`config.mk`:
```
export PLATFORM = sky130hd
export DESIGN_NAME = ps2_host_tx_flat
export DESIGN_NICKNAME = d
export VERILOG_FILES = /design/src/rtl/ps2_host_tx_if.sv /design/src/rtl/ps2_host_tx.sv /design/src/flat_wrapper.sv
export SDC_FILE = /design/constraint.sdc
export NUM_CORES = 1
export LEC_CHECK = 0
export BUFFER_PORTS_ARGS = -buffer_cell sky130_fd_sc_hd__buf_2
export CAP_MARGIN = 15
export CORE_AREA = 3 3 106 108
export CTS_CLUSTER_DIAMETER = 80
export DETAILED_ROUTE_END_ITERATION = 12
export DIE_AREA = 0 0 109 111
export SLEW_MARGIN = 15
export SYNTH_ARGS = -nofsm -noshare
export SYNTH_HDL_FRONTEND = slang
export SYNTH_SLANG_ARGS = --single-unit
export TNS_END_PERCENT = 1
```
`constraint.sdc`:
```
create_clock -name clock -period 2 [get_ports clock]
set_input_delay 0 -clock clock [delete_from_list [all_inputs] [get_ports clock]]
set_output_delay 0 -clock clock [all_outputs]
set_load 0.02 [all_outputs]
```
`src/rtl/ps2_host_tx_if.sv`:
```
// rtl/ps2_host_tx_if.sv - command handshake between host logic and the PS/2 transmitter
interface ps2_host_tx_if;
  logic       tx_start;
  logic [7:0] tx_data;
  logic       busy;
  logic       rx_inhibit;
  logic       tx_done;
  logic       tx_err;

  modport master (
    output tx_start, tx_data,
    input  busy, rx_inhibit, tx_done, tx_err
  );

  modport slave (
    input  tx_start, tx_data,
    output busy, rx_inhibit, tx_done, tx_err
  );
endinterface

```
`src/rtl/ps2_host_tx.sv`:
```
// rtl/ps2_host_tx.sv - PS/2 host-to-device transmitter for one command byte
module ps2_host_tx #(
  parameter int INHIBIT_CYCLES = 5000,
  parameter int TIMEOUT_CYCLES = 750000,
  parameter int FILTER_LEN     = 8
) (
  input  logic         clock,
  input  logic         resetn,
  ps2_host_tx_if.slave host,
  input  logic         ps2c_in,
  input  logic         ps2d_in,
  output logic         ps2c_oe,
  output logic         ps2d_oe
);

  localparam int IW = $clog2(INHIBIT_CYCLES + 1);
  localparam int TW = $clog2(TIMEOUT_CYCLES + 1);
  localparam int FW = $clog2(FILTER_LEN + 1);

  typedef enum logic [2:0] {
    S_IDLE, S_INHIBIT, S_START, S_DATA, S_PAR, S_ACK, S_WAIT_IDLE, S_ERR
  } state_t;

  state_t        state, state_nx;
  logic          c_s1, c_s2, d_s1, d_s2;
  logic          c_filt, c_prev;
  logic [FW-1:0] flt_cnt;
  logic [IW-1:0] inh_cnt;
  logic [TW-1:0] tmo_cnt;
  logic [9:0]    sh;
  logic [3:0]    edge_cnt;
  logic          d_drive;
  logic          fall, done_now, busy, accept, timeout, inh_last;

  always_ff @(posedge clock or negedge resetn) begin
    if (!resetn) begin
      c_s1    <= 1'b1;
      c_s2    <= 1'b1;
      d_s1    <= 1'b1;
      d_s2    <= 1'b1;
      c_filt  <= 1'b1;
      c_prev  <= 1'b1;
      flt_cnt <= '0;
    end else begin
      c_s1   <= ps2c_in;
      c_s2   <= c_s1;
      d_s1   <= ps2d_in;
      d_s2   <= d_s1;
      c_prev <= c_filt;
      // a new clock level is accepted only after FILTER_LEN agreeing samples
      if (c_s2 == c_filt) begin
        flt_cnt <= '0;
      end else if (flt_cnt == FW'(FILTER_LEN - 1)) begin
        c_filt  <= c_s2;
        flt_cnt <= '0;
      end else begin
        flt_cnt <= flt_cnt + FW'(1);
      end
    end
  end

  assign fall     = c_prev & ~c_filt;
  assign done_now = (state == S_WAIT_IDLE) && c_filt && d_s2;
  assign busy     = !((state == S_IDLE) || (state == S_ERR) || done_now);
  assign accept   = host.tx_start && !busy;
  assign timeout  = (tmo_cnt == TW'(TIMEOUT_CYCLES - 1));
  assign inh_last = (inh_cnt == IW'(INHIBIT_CYCLES - 1));

  always_ff @(posedge clock or negedge resetn) begin
    if (!resetn) begin
      state    <= S_IDLE;
      inh_cnt  <= '0;
      tmo_cnt  <= '0;
      sh       <= '0;
      edge_cnt <= '0;
      d_drive  <= 1'b0;
    end else begin
      state <= state_nx;

      if (accept)
        inh_cnt <= '0;
      else if (state == S_INHIBIT)
        inh_cnt <= inh_cnt + IW'(1);

      // zero throughout INHIBIT, so START always begins with a fresh count
      if (state inside {S_START, S_DATA, S_PAR, S_ACK, S_WAIT_IDLE})
        tmo_cnt <= fall ? '0 : tmo_cnt + TW'(1);
      else
        tmo_cnt <= '0;

      if (accept) begin
        sh       <= {1'b1, ~^host.tx_data, host.tx_data};
        edge_cnt <= '0;
        d_drive  <= 1'b0;
      end else if (fall && (state inside {S_START, S_DATA, S_PAR, S_ACK})) begin
        edge_cnt <= edge_cnt + 4'd1;
        if (state != S_ACK) begin
          d_drive <= ~sh[0];
          sh      <= {1'b1, sh[9:1]};
        end
      end
    end
  end

  always_comb begin
    state_nx = state;
    ps2c_oe  = 1'b0;
    ps2d_oe  = 1'b0;
    case (state)
      S_IDLE: begin
        if (accept) state_nx = S_INHIBIT;
      end
      S_INHIBIT: begin
        ps2c_oe = 1'b1;
        ps2d_oe = inh_last;
        if (inh_last) state_nx = S_START;
      end
      S_START: begin
        ps2d_oe = 1'b1;
        if (timeout)   state_nx = S_ERR;
        else if (fall) state_nx = S_DATA;
      end
      S_DATA: begin
        ps2d_oe = d_drive;
        if (timeout)                          state_nx = S_ERR;
        else if (fall && edge_cnt == 4'd7)    state_nx = S_PAR;
      end
      S_PAR: begin
        ps2d_oe = d_drive;
        if (timeout)                          state_nx = S_ERR;
        else if (fall && edge_cnt == 4'd9)    state_nx = S_ACK;
      end
      S_ACK: begin
        if (timeout)   state_nx = S_ERR;
        else if (fall) state_nx = d_s2 ? S_ERR : S_WAIT_IDLE;
      end
      S_WAIT_IDLE: begin
        if (done_now)     state_nx = accept ? S_INHIBIT : S_IDLE;
        else if (timeout) state_nx = S_ERR;
      end
      S_ERR: begin
        state_nx = accept ? S_INHIBIT : S_IDLE;
      end
      default: state_nx = S_IDLE;
    endcase
  end

  assign host.busy       = busy;
  assign host.rx_inhibit = busy;
  assign host.tx_done    = done_now;
  assign host.tx_err     = (state == S_ERR);

endmodule

```
`src/flat_wrapper.sv`:
```
// flat-port wrapper written by rule: the top's interface ports become plain ports
module ps2_host_tx_flat 
#(
  parameter int INHIBIT_CYCLES = 5000,
  parameter int TIMEOUT_CYCLES = 750000,
  parameter int FILTER_LEN     = 8
)
  (clock, resetn, ps2c_in, ps2d_in, ps2c_oe, ps2d_oe, host_tx_start, host_tx_data, host_busy, host_rx_inhibit, host_tx_done, host_tx_err);
  ps2_host_tx_if host_i ();
  input  logic clock;
  input  logic resetn;
  input  logic ps2c_in;
  input  logic ps2d_in;
  output logic ps2c_oe;
  output logic ps2d_oe;
  input wire logic [$bits(host_i.tx_start)-1:0] host_tx_start;
  input wire logic [$bits(host_i.tx_data)-1:0] host_tx_data;
  output wire logic [$bits(host_i.busy)-1:0] host_busy;
  output wire logic [$bits(host_i.rx_inhibit)-1:0] host_rx_inhibit;
  output wire logic [$bits(host_i.tx_done)-1:0] host_tx_done;
  output wire logic [$bits(host_i.tx_err)-1:0] host_tx_err;
  assign host_i.tx_start = host_tx_start;
  assign host_i.tx_data = host_tx_data;
  assign host_busy = host_i.busy;
  assign host_rx_inhibit = host_i.rx_inhibit;
  assign host_tx_done = host_i.tx_done;
  assign host_tx_err = host_i.tx_err;
  ps2_host_tx #(.INHIBIT_CYCLES(INHIBIT_CYCLES), .TIMEOUT_CYCLES(TIMEOUT_CYCLES), .FILTER_LEN(FILTER_LEN)) u_core (.clock(clock), .resetn(resetn), .host(host_i), .ps2c_in(ps2c_in), .ps2d_in(ps2d_in), .ps2c_oe(ps2c_oe), .ps2d_oe(ps2d_oe));
endmodule
```
==> results of run 1 <==
==> where the power goes <==
part / total, uW / switching, uW / internal [uW]
Clock: 1240 / 473 / 766
Sequential: 1740 / 232 / 1510
Combinational: 1520 / 843 / 675
==> flip-flops by register name, summed over array words and instances, names as in the netlist <==
register         count
u_core.state         3
u_core.c_prev        1
u_core.tmo_cnt      20
u_core.inh_cnt      13
u_core.d_drive       1
u_core.d_s2          1
u_core.c_s1          1
u_core.flt_cnt       4
u_core.c_s2          1
u_core.c_filt        1
u_core.d_s1          1
u_core.edge_cnt      4
u_core.sh           10
==> worst paths after layout <==
kind / start / endpoint / depth (start not counted)
setup / recovery: u_core.inh_cnt[3] / ps2d_oe / 5
hold / removal: host_tx_start / u_core.state[0] / 3
setup reg to reg: u_core.inh_cnt[3] / u_core.state[1] / 7
hold reg to reg: u_core.c_s1 / u_core.c_s2 / 0
max in group asynchronous: resetn / u_core.c_prev / 3
min in group asynchronous: resetn / u_core.flt_cnt[2] / 2
==> area by class of cell <==
class                      instances  area, um^2  area share
clock inverter                     4       70.07     0.01843
timing repair buffer              43       336.6     0.08852
sequential                        61        1535      0.4038
clock buffer                      12       155.1     0.04080
tap                              136       170.2     0.04475
multi-input combinational        238        1509      0.3968
inverter                           7       26.28    0.006910
==> timing repair <==
| item | CTS | global route |
|---|---|---|
| pin swaps | 2 | 2 |
| setup buffers | 2 | 0 |
| hold buffers | 11 | 0 |
| endpoints found under the hold margin | 35 | 0 |
| endpoints found under the setup margin | 1 | 9 |
| resized for setup | 4 | 5 |
==> synth_stat cells, types with 5 or more instances <==
| library cell | instances |
|---|---|
| mux2i_1 | 10 |
| and3_1 | 12 |
| dfstp_2 | 6 |
| xnor2_1 | 23 |
| dfrtp_1 | 55 |
| a21oi_1 | 14 |
| ha_1 | 5 |
| nand3_1 | 20 |
| nor3_1 | 5 |
| clkbuf_1 | 9 |
| inv_1 | 7 |
| nand2_1 | 23 |
| nor2b_1 | 6 |
| or3_1 | 8 |
| nor2_1 | 42 |
| xor2_1 | 12 |
| o21ai_0 | 21 |
==> cell families (layout without fill, tap and decap cells) <==
logic type	count (synthesis)	in the layout	share of synthesized area
simple gates	139	139	0.2337
mux	11	11	0.03592
xor+xnor	35	35	0.09887
fa+ha+maj	5	5	0.02018
flops	61	61	0.4948
buf+inv	21	66	0.02784
compound gates	48	48	0.08878
==> layer usage <==
metal | part of all wire | routed length (um) | vias up
li1 | - | - | 1184
met1 | 0.51 | 3175 | 1140
met2 | 0.43 | 2690 | 31
met3 | 0.036 | 226 | 16
met4 | 0.024 | 150 | 0
met5 | 0 | 0 | -
==> stage by stage <==
stage	setup TNS (ns)	instance area, um^2	util
after floorplan	0	3107	-
after global placement	0	3418	0.3311
after detailed placement	0	3418	0.3311
after CTS	-0.03439	3784	0.3665
after global routing	-0.2374	3802	0.3683
final	-0.008563	3802	0.3683
==> critical path, stage by stage, from the launching register on <==
cell     delay [ns]
dfrtp_1        0.38
or4b_4         0.55
nor4_4         0.29
o22ai_1        0.12
o21ai_1        0.16
buf_4          0.17
==> results by group, run 1 <==
Outcome
  – Run status: finished, violations left
  – Failing checks: negative setup slack

Yosys
  – Top cells by area, synth: dfrtp_1 44%, xnor2_1 6.5%, dfstp_2 5.1%, nor2_1 5.1%, o21ai_0 3.4%
  – Syn Area/Cell: 9.689 um^2
  – Seq/Total Area, Yosys: 0.4948
  – Syn nets: 338
  – Cell variety after synth: 46
  – Async SR Flop Fraction: 1.000
  – Mapped Cells: 320
  – Flops & latches, synth: 61
  – Post-synth EDFFs: 0
  – Mapped cell area: 3100 um^2
  – Yosys warnings: 0
  – Synth area leader: dfrtp_1
  – Top FF cell, synth: dfrtp_1
  – Synth top area share: 0.4439

Route
  – WL final: 6242 um
  – Initial DRC count: 102
  – Vias per cell: 4.733
  – Number of routed nets with antenna violations: 0
  – Per-cell routed wire length: 12.46 um
  – Drt pass-1 iters: 4
  – Vias post-DR: 2,371
  – DR DRC count: 0

Global routing
  – Largest net degree at the start of global routing: 37
  – Busiest grt layer: met2
  – GRT Total Usage: 0.1163
  – M2 GR Usage: 0.1667
  – Grt total ovfl: 0
  – Grt met1 use: 0.1604
  – First-pass GRT wire length: 11,320 um
  – Initial antenna violation count: 0
  – GR Util met3: 0.03378
  – Vias in the first global route: 2,371

Timing
  – Final slew viol count: 0
  – Slew HR: 0.5824
  – Setup violations, final: 1
  – Worst Tran Pin Value: 0.6264 ns
  – Worst setup margin: -0.008563 ns
  – Worst hold slack: 0.07549 ns
  – Final period util: 1.004
  – Clk_skew: 0.006084 ns
  – FMAX: 497.9 MHz
  – Min Tclk post-route: 2.009 ns
  – Unrepaired setup endpoints after global routing: yes
  – Final Hold Vio Count: 0

Cells and area
  – Filler cell count: 1,019
  – Most frequent cells in the layout: 54 x dfrtp_1, 42 x nor2_1, 23 x xnor2_1, 23 x nand2_1
  – N_diodes: 0
  – Finished Layout Cells: 501
  – Most common cell after layout, fill and taps aside: dfrtp_1
  – Syn-to-layout area delta: 22.64%
  – Layout Nets: 378
  – Layout cell share with drive strength beyond 1: 0.1781

Clocking
  – Clk root buf: clkbuf_8
  – H-tree depth: 3
  – Clock buffer count from CTS: 9
  – CTS Sinks: 61
  – CTS tree: done
  – Clock slew at reported path FFs: 0.06 ns
  – Bufs on Longest Clock Path: 2
  – Worst skew pair latency: 0.34 ns

Floorplan
  – Die Wd: 109 um
  – Die Ht: 111 um
  – Die Area: 12,100 um^2
  – Initial cell density of the core: 0.3003
  – Io pins: 19
  – Core ar.: 10,320 um^2
  – Placement Rows: 37

Setup path
  – Crit path kind: register to output pin
  – Reg-to-reg setup timing slack: 0.06 ns
  – CP Capture Type: output pin
  – Startpoint Class: register
  – Crit path DAT: 2.01 ns
  – WP data required: 2.00 ns
  – Worst Path Max Fanout: 2

Placement
  – Buffers added on ports: 18
  – Placed cells: 472
  – Post-DP HPWL: 4348 um
  – GPL Wtd Cong: 0.8175
  – Setup slack after placement: 0.07905 ns

Power
  – Static Leak: 0.001682 uW
  – Total power draw: 4499 uW
  – Worst vdd ir: 388.5 uV
  – Power density cells: 1183 nW/um^2

Flow run
  – Max-cap violations: 0

Min path
  – Hold Path Class: primary input to register
Note: power is estimated with default switching activity, not from simulation.
==> run 2: changes to the inputs <==
--- a/config.mk
+++ b/config.mk
@@ -7,10 +7,10 @@
 export LEC_CHECK = 0
 export BUFFER_PORTS_ARGS = -buffer_cell sky130_fd_sc_hd__buf_2
 export CAP_MARGIN = 15
-export CORE_AREA = 3 3 106 108
+export CORE_AREA = 3 3 88 90
 export CTS_CLUSTER_DIAMETER = 80
 export DETAILED_ROUTE_END_ITERATION = 12
-export DIE_AREA = 0 0 109 111
+export DIE_AREA = 0 0 91 93
 export SLEW_MARGIN = 15
 export SYNTH_ARGS = -nofsm -noshare
 export SYNTH_HDL_FRONTEND = slang
==> run 2 against run 1 <==
Against the previous run:
- the flow now finishes without violations
- wire length down 1.1%
- combinational power about the same
- first-iteration DRC count down 20%
- non-clock buffer count up 2
- die area down 30%
- final area down 1.7%
- power down 1.5%
- utilization up 16 points
- cell count down 7.0%
- register-to-register slack about the same
- sequential share of layout area up 0.67 points
- critical endpoint unchanged
- largest power group unchanged
==> results by group, run 2 (same netlist as run 1, synthesis figures left out) <==
Cells and area
  – Most common cell after layout, fill and taps aside: dfrtp_1
  – Syn-to-layout area delta: 20.54%
  – Biggest regs: u_core.tmo_cnt x20, u_core.inh_cnt x13, u_core.sh x10
  – Util after Layout: 0.5237
  – Layout cell share with drive strength beyond 1: 0.1771
  – Max reg flops: 20
  – N_diodes: 0
  – Layout Nets: 380
  – Top reg by flops: u_core.tmo_cnt
  – Finished Layout Cells: 466
  – Most frequent cells in the layout: 55 x dfrtp_1, 42 x nor2_1, 23 x xnor2_1, 23 x nand2_1, 20 x o21ai_0

Clocking
  – Clock slew at reported path FFs: 0.07 ns
  – CTS tree: done
  – CTS Sinks: 61
  – Clk root buf: clkbuf_8
  – Bufs on Longest Clock Path: 2
  – Clock buffer count from CTS: 9
  – H-tree depth: 3
  – Worst skew pair latency: 0.34 ns

Route
  – DR DRC count: 0
  – WL final: 6171 um
  – Drt pass-1 iters: 5
  – Vias per cell: 5.026
  – Initial DRC count: 82
  – Per-cell routed wire length: 13.24 um
  – Number of routed nets with antenna violations: 0
  – Vias post-DR: 2,342

Floorplan
  – Die Ht: 93 um
  – Core ar.: 7137 um^2
  – Die Wd: 91 um
  – Io pins: 19
  – Die Area: 8463 um^2
  – Initial cell density of the core: 0.4344
  – Placement Rows: 31

Flow run
  – Max-cap violations: 0

Power
  – Static Leak: 0.001675 uW
  – Power density cells: 1186 nW/um^2
  – Worst vdd ir: 623.5 uV

Placement
  – Post-DP HPWL: 4135 um
  – Placed cells: 436
  – Setup slack after placement: 0.02910 ns
  – Buffers added on ports: 18
  – GPL Wtd Cong: 0.8435

Global routing
  – Vias in the first global route: 2,373
  – First-pass GRT wire length: 11,010 um
  – Grt total ovfl: 0
  – Initial antenna violation count: 0
  – GRT Total Usage: 0.1619
  – Largest net degree at the start of global routing: 34

Min path
  – Hold Path Class: primary input to register
  – Hold depth: 3

Timing
  – Worst setup margin: 0.05117 ns
  – Unrepaired setup endpoints after global routing: yes
  – Min Tclk post-route: 1.949 ns
  – Setup tns final: 0 ns
  – Worst hold slack: 0.1070 ns
  – Setup violations, final: 0
  – FMAX: 513.1 MHz
  – Clk_skew: 0.008635 ns
  – Final Hold Vio Count: 0
  – Final period util: 0.9744
  – Worst Tran Pin Value: 0.6804 ns
  – Slew HR: 0.5464
  – Final slew viol count: 0

Setup path
  – Startpoint Class: register
  – Worst reg-to-reg path cell count: 8
  – Crit path kind: register to output pin
  – WP data required: 2.00 ns
  – Crit path DAT: 1.95 ns
  – CP Capture Type: output pin
  – Worst Path Max Fanout: 2

Outcome
  – Run status: complete, no violations
run 2: changes by cell type in the layout (fill, tap and decap cells not counted), sizes merged:
cell      before  now
clkinvlp       0    2
clkinv         2    3
buf           32   34
clkbuf        12    9
run 2: routing by layer:
| metal | vias to the layer above | share of wire | GRT usage |
|---|---|---|---|
| li1 | 1187 | - | - |
| met4 | 0 | 0.012 | 0.07161 |
| met5 | - | 0 | 0 |
| met1 | 1109 | 0.50 | 0.2106 |
| met3 | 9 | 0.032 | 0.03862 |
| met2 | 37 | 0.46 | 0.2581 |
run 2: through the flow:
step	instance area (um^2)	power [uW]
after detailed placement	3367	3194
final	3737	4431
after floorplan	3107	2758
after CTS	3719	4451
after global placement	3367	3170
after global routing	3737	4768
run 2: power by group:
group | switching [uW] | internal (uW)
Sequential | 219 | 1510
Combinational | 831 | 681
Clock | 498 | 694
Total | 1550 | 2880
run 2: what timing repair did:
item,in CTS,in global routing
setup endpoints to repair,1,5
hold endpoints to repair,37,0
resized for setup,3,3
pin swaps,1,1
buffers inserted,2,1
hold buffers,11,0
run 2: critical path: stages (launching register included):
cell     delay [ns]
dfrtp_1        0.39
or4b_4         0.55
nor4_4         0.28
o22ai_1        0.11
o21ai_1        0.13
buf_4          0.16
run 2: path summary, 6_finish.rpt:
| check | startpoint | slack [ns] | end |
|---|---|---|---|
| setup reg to reg | u_core.inh_cnt[10] | 0.06 | u_core.state[2] |
| max in group asynchronous | resetn | 1.10 | u_core.d_s1 |
| hold reg to reg | u_core.d_s1 | 0.36 | u_core.d_s2 |
| setup / recovery | u_core.inh_cnt[10] | 0.05 | ps2d_oe |
| min in group asynchronous | resetn | 0.23 | u_core.flt_cnt[2] |
| hold / removal | host_tx_start | 0.11 | u_core.state[0] |
run 2: cell type report:
| class | count | area, um^2 |
|---|---|---|
| fill | 669 | 3400 |
| sequential | 61 | 1534 |
| multi-input combinational | 238 | 1500 |
| timing repair buffer | 45 | 339.1 |
| clock buffer | 9 | 123.9 |
| tap | 99 | 123.9 |
| clock inverter | 7 | 90.09 |
| inverter | 7 | 26.28 |
==> run 3: changes to the inputs <==
--- a/config.mk
+++ b/config.mk
@@ -6,7 +6,6 @@
 export NUM_CORES = 1
 export LEC_CHECK = 0
 export BUFFER_PORTS_ARGS = -buffer_cell sky130_fd_sc_hd__buf_2
-export CAP_MARGIN = 15
 export CORE_AREA = 3 3 88 90
 export CTS_CLUSTER_DIAMETER = 80
 export DETAILED_ROUTE_END_ITERATION = 12
==> constraint.sdc (replaced) <==
create_clock -name clock -period 2.3 [get_ports clock]
set_input_delay 0 -clock clock [delete_from_list [all_inputs] [get_ports clock]]
set_output_delay 0 -clock clock [all_outputs]
set_load 0.02 [all_outputs]
==> run 3 against run 2 <==
Against the previous run:
- sequential power down 12%
- clock-buffer cell count increased by 3
- die area unchanged
- via count shrank 0.81%
- highest routed layer unchanged
- combinational power decreased by 17%
- first-iteration DRC count is 29% higher
==> results by group, run 3 (same netlist as run 1, synthesis figures left out) <==
Route
  – Vias per cell: 5.050
  – Drt pass-1 iters: 4
  – Per-cell routed wire length: 13.25 um
  – Vias post-DR: 2,323
  – Number of routed nets with antenna violations: 0
  – Initial DRC count: 106
  – WL final: 6095 um
  – DR DRC count: 0

Setup path
  – Reg-to-reg setup timing slack: 0.30 ns
  – Critical register-to-register path endpoint: u_core.sh[1]
  – Crit-path max cell delay: 0.72 ns
  – FF-to-FF Start: u_core.state[2]
  – Worst reg-to-reg path cell count: 5
  – Crit path DAT: 2.16 ns
  – Critical path origin: u_core.inh_cnt[3]
  – CP Capture Type: output pin
  – WP data required: 2.30 ns
  – Buf/Inv on CP: 1
  – Max stage delay cell, worst path: or4b_2
  – Worst setup path endpoint: ps2d_oe
  – Startpoint Class: register
  – Worst path cell trace: or4b_2 -> nor4_4 -> o22ai_1 -> o21ai_0 -> buf_4
  – CP Depth: 5
  – Crit path kind: register to output pin
  – CP top delay family: simple AND/OR/NAND/NOR gates
  – Worst Path Max Fanout: 5

Min path
  – Hold Path Class: primary input to register

Floorplan
  – Placement Rows: 31
  – Initial cell density of the core: 0.4344
  – Die Area: 8463 um^2
  – Core ar.: 7137 um^2
  – Io pins: 19
  – Die Ht: 93 um
  – Die Wd: 91 um

Timing
  – Setup tns final: 0 ns
  – Unrepaired setup endpoints after global routing: no
  – Setup violations, final: 0
  – Final slew viol count: 0
  – Final period util: 0.9392
  – Clk_skew: 0.007734 ns
  – Min Tclk post-route: 2.160 ns
  – Worst Tran Pin Value: 0.4327 ns
  – FMAX: 462.9 MHz
  – Slew HR: 0.7089
  – Final Hold Vio Count: 0
  – Worst hold slack: 0.03406 ns

Cells and area
  – N_diodes: 0
  – Top reg by flops: u_core.tmo_cnt
  – Most common cell after layout, fill and taps aside: dfrtp_1
  – Syn-to-layout area delta: 18.97%
  – Max reg flops: 20
  – Biggest regs: u_core.tmo_cnt x20, u_core.inh_cnt x13, u_core.sh x10
  – Most frequent cells in the layout: 55 x dfrtp_1, 42 x nor2_1, 23 x xnor2_1, 23 x nand2_1, 21 x o21ai_0
  – Layout cell share with drive strength beyond 1: 0.1607
  – Layout Nets: 374

Placement
  – Post-DP HPWL: 4096 um
  – GPL Wtd Cong: 0.7783
  – Buffers added on ports: 18

Power
  – Power density cells: 1044 nW/um^2
  – Static Leak: 0.001654 uW
  – Clock power share: 0.281
  – Comb pwr share: 0.323
  – Worst vdd ir: 440.8 uV
  – Sw Share: 0.3462
  – Int Pwr: 2517 uW
  – Sequential power share: 0.396
  – NetSw: 1333 uW

Clocking
  – Worst skew pair latency: 0.34 ns
  – Postcts setup bufs: 0
  – CTS Sinks: 61
  – CTS tree: done
  – Bufs on Longest Clock Path: 2
  – Clk root buf: clkbuf_8
  – H-tree depth: 3
  – Clock slew at reported path FFs: 0.07 ns
  – Clock buffer count from CTS: 9

Global routing
  – GRT Total Usage: 0.1570
  – Initial antenna violation count: 0
  – First-pass GRT wire length: 10,690 um
  – Largest net degree at the start of global routing: 62
  – Grt total ovfl: 0
  – Vias in the first global route: 2,293

Outcome
  – Run status: complete, no violations

Flow run
  – Max-cap violations: 0
[run 3: worst min-delay path, delay by kind of cell]
family | cells | cell delay (ns)
mux | 1 | 0.06
compound gates | 1 | 0.16
buf+inv | 1 | 0.10
[run 3: area by class of cell]
| type | instances | area (um^2) |
|---|---|---|
| inverters | 7 | 26.28 |
| clock inverters | 4 | 70.07 |
| clock buffers | 12 | 155.1 |
| repair buffers | 39 | 287.8 |
| multi-input cells | 238 | 1491 |
| well taps | 99 | 123.9 |
| fillers | 665 | 3448 |
| flip-flops and latches | 61 | 1534 |
[run 3: power groups by stage]
stage / logic [uW] / registers, uW / clock network, uW
floorplan: 931 / 1460 / 0
global placement: 1210 / 1530 / 0
detailed placement: 1230 / 1540 / 0
CTS: 1250 / 1530 / 1110
global route: 1420 / 1560 / 1150
finish: 1250 / 1520 / 1080
[run 3: per-layer routing]
layer,routed length (um),track usage,vias up,part of all wire
met4,125,0.06533,0,0.021
li1,-,-,1178,-
met5,0,0,-,0
met1,3026,0.2138,1099,0.50
met3,216,0.04183,11,0.035
met2,2727,0.2373,35,0.45
[run 3: worst min-delay path by stage]
stage / from / to / slack [ns] / cells after the start
finish: host_tx_data[7] / u_core.sh[7] / 0.03 / 3
global route: host_tx_data[7] / u_core.sh[7] / 0.10 / 3
CTS: host_tx_data[7] / u_core.sh[7] / 0.04 / 3
detailed placement: resetn / u_core.flt_cnt[1] / 0.04 / 2
global placement: resetn / u_core.flt_cnt[2] / 0.03 / 2
floorplan: resetn / u_core.d_drive / -0.30 / 0
[run 3: through the flow]
stage	worst slack, ns	cell area (um^2)	total power, uW	utilization	std cells
after floorplan	0.2878	3100	2391	-	320
after global routing	0.003287	3689	4140	0.5168	460
after detailed placement	0.2895	3352	2773	0.4697	434
after global placement	0.3418	3352	2735	0.4697	434
final	0.1398	3689	3851	0.5168	460
after CTS	0.05713	3677	3885	0.5153	460
[run 3: timing repair]
item / in CTS / in global routing
hold endpoints to repair: 70 / 0
endpoints found under the setup margin: 0 / 1
resized for setup: 0 / 2
hold buffers: 10 / 0
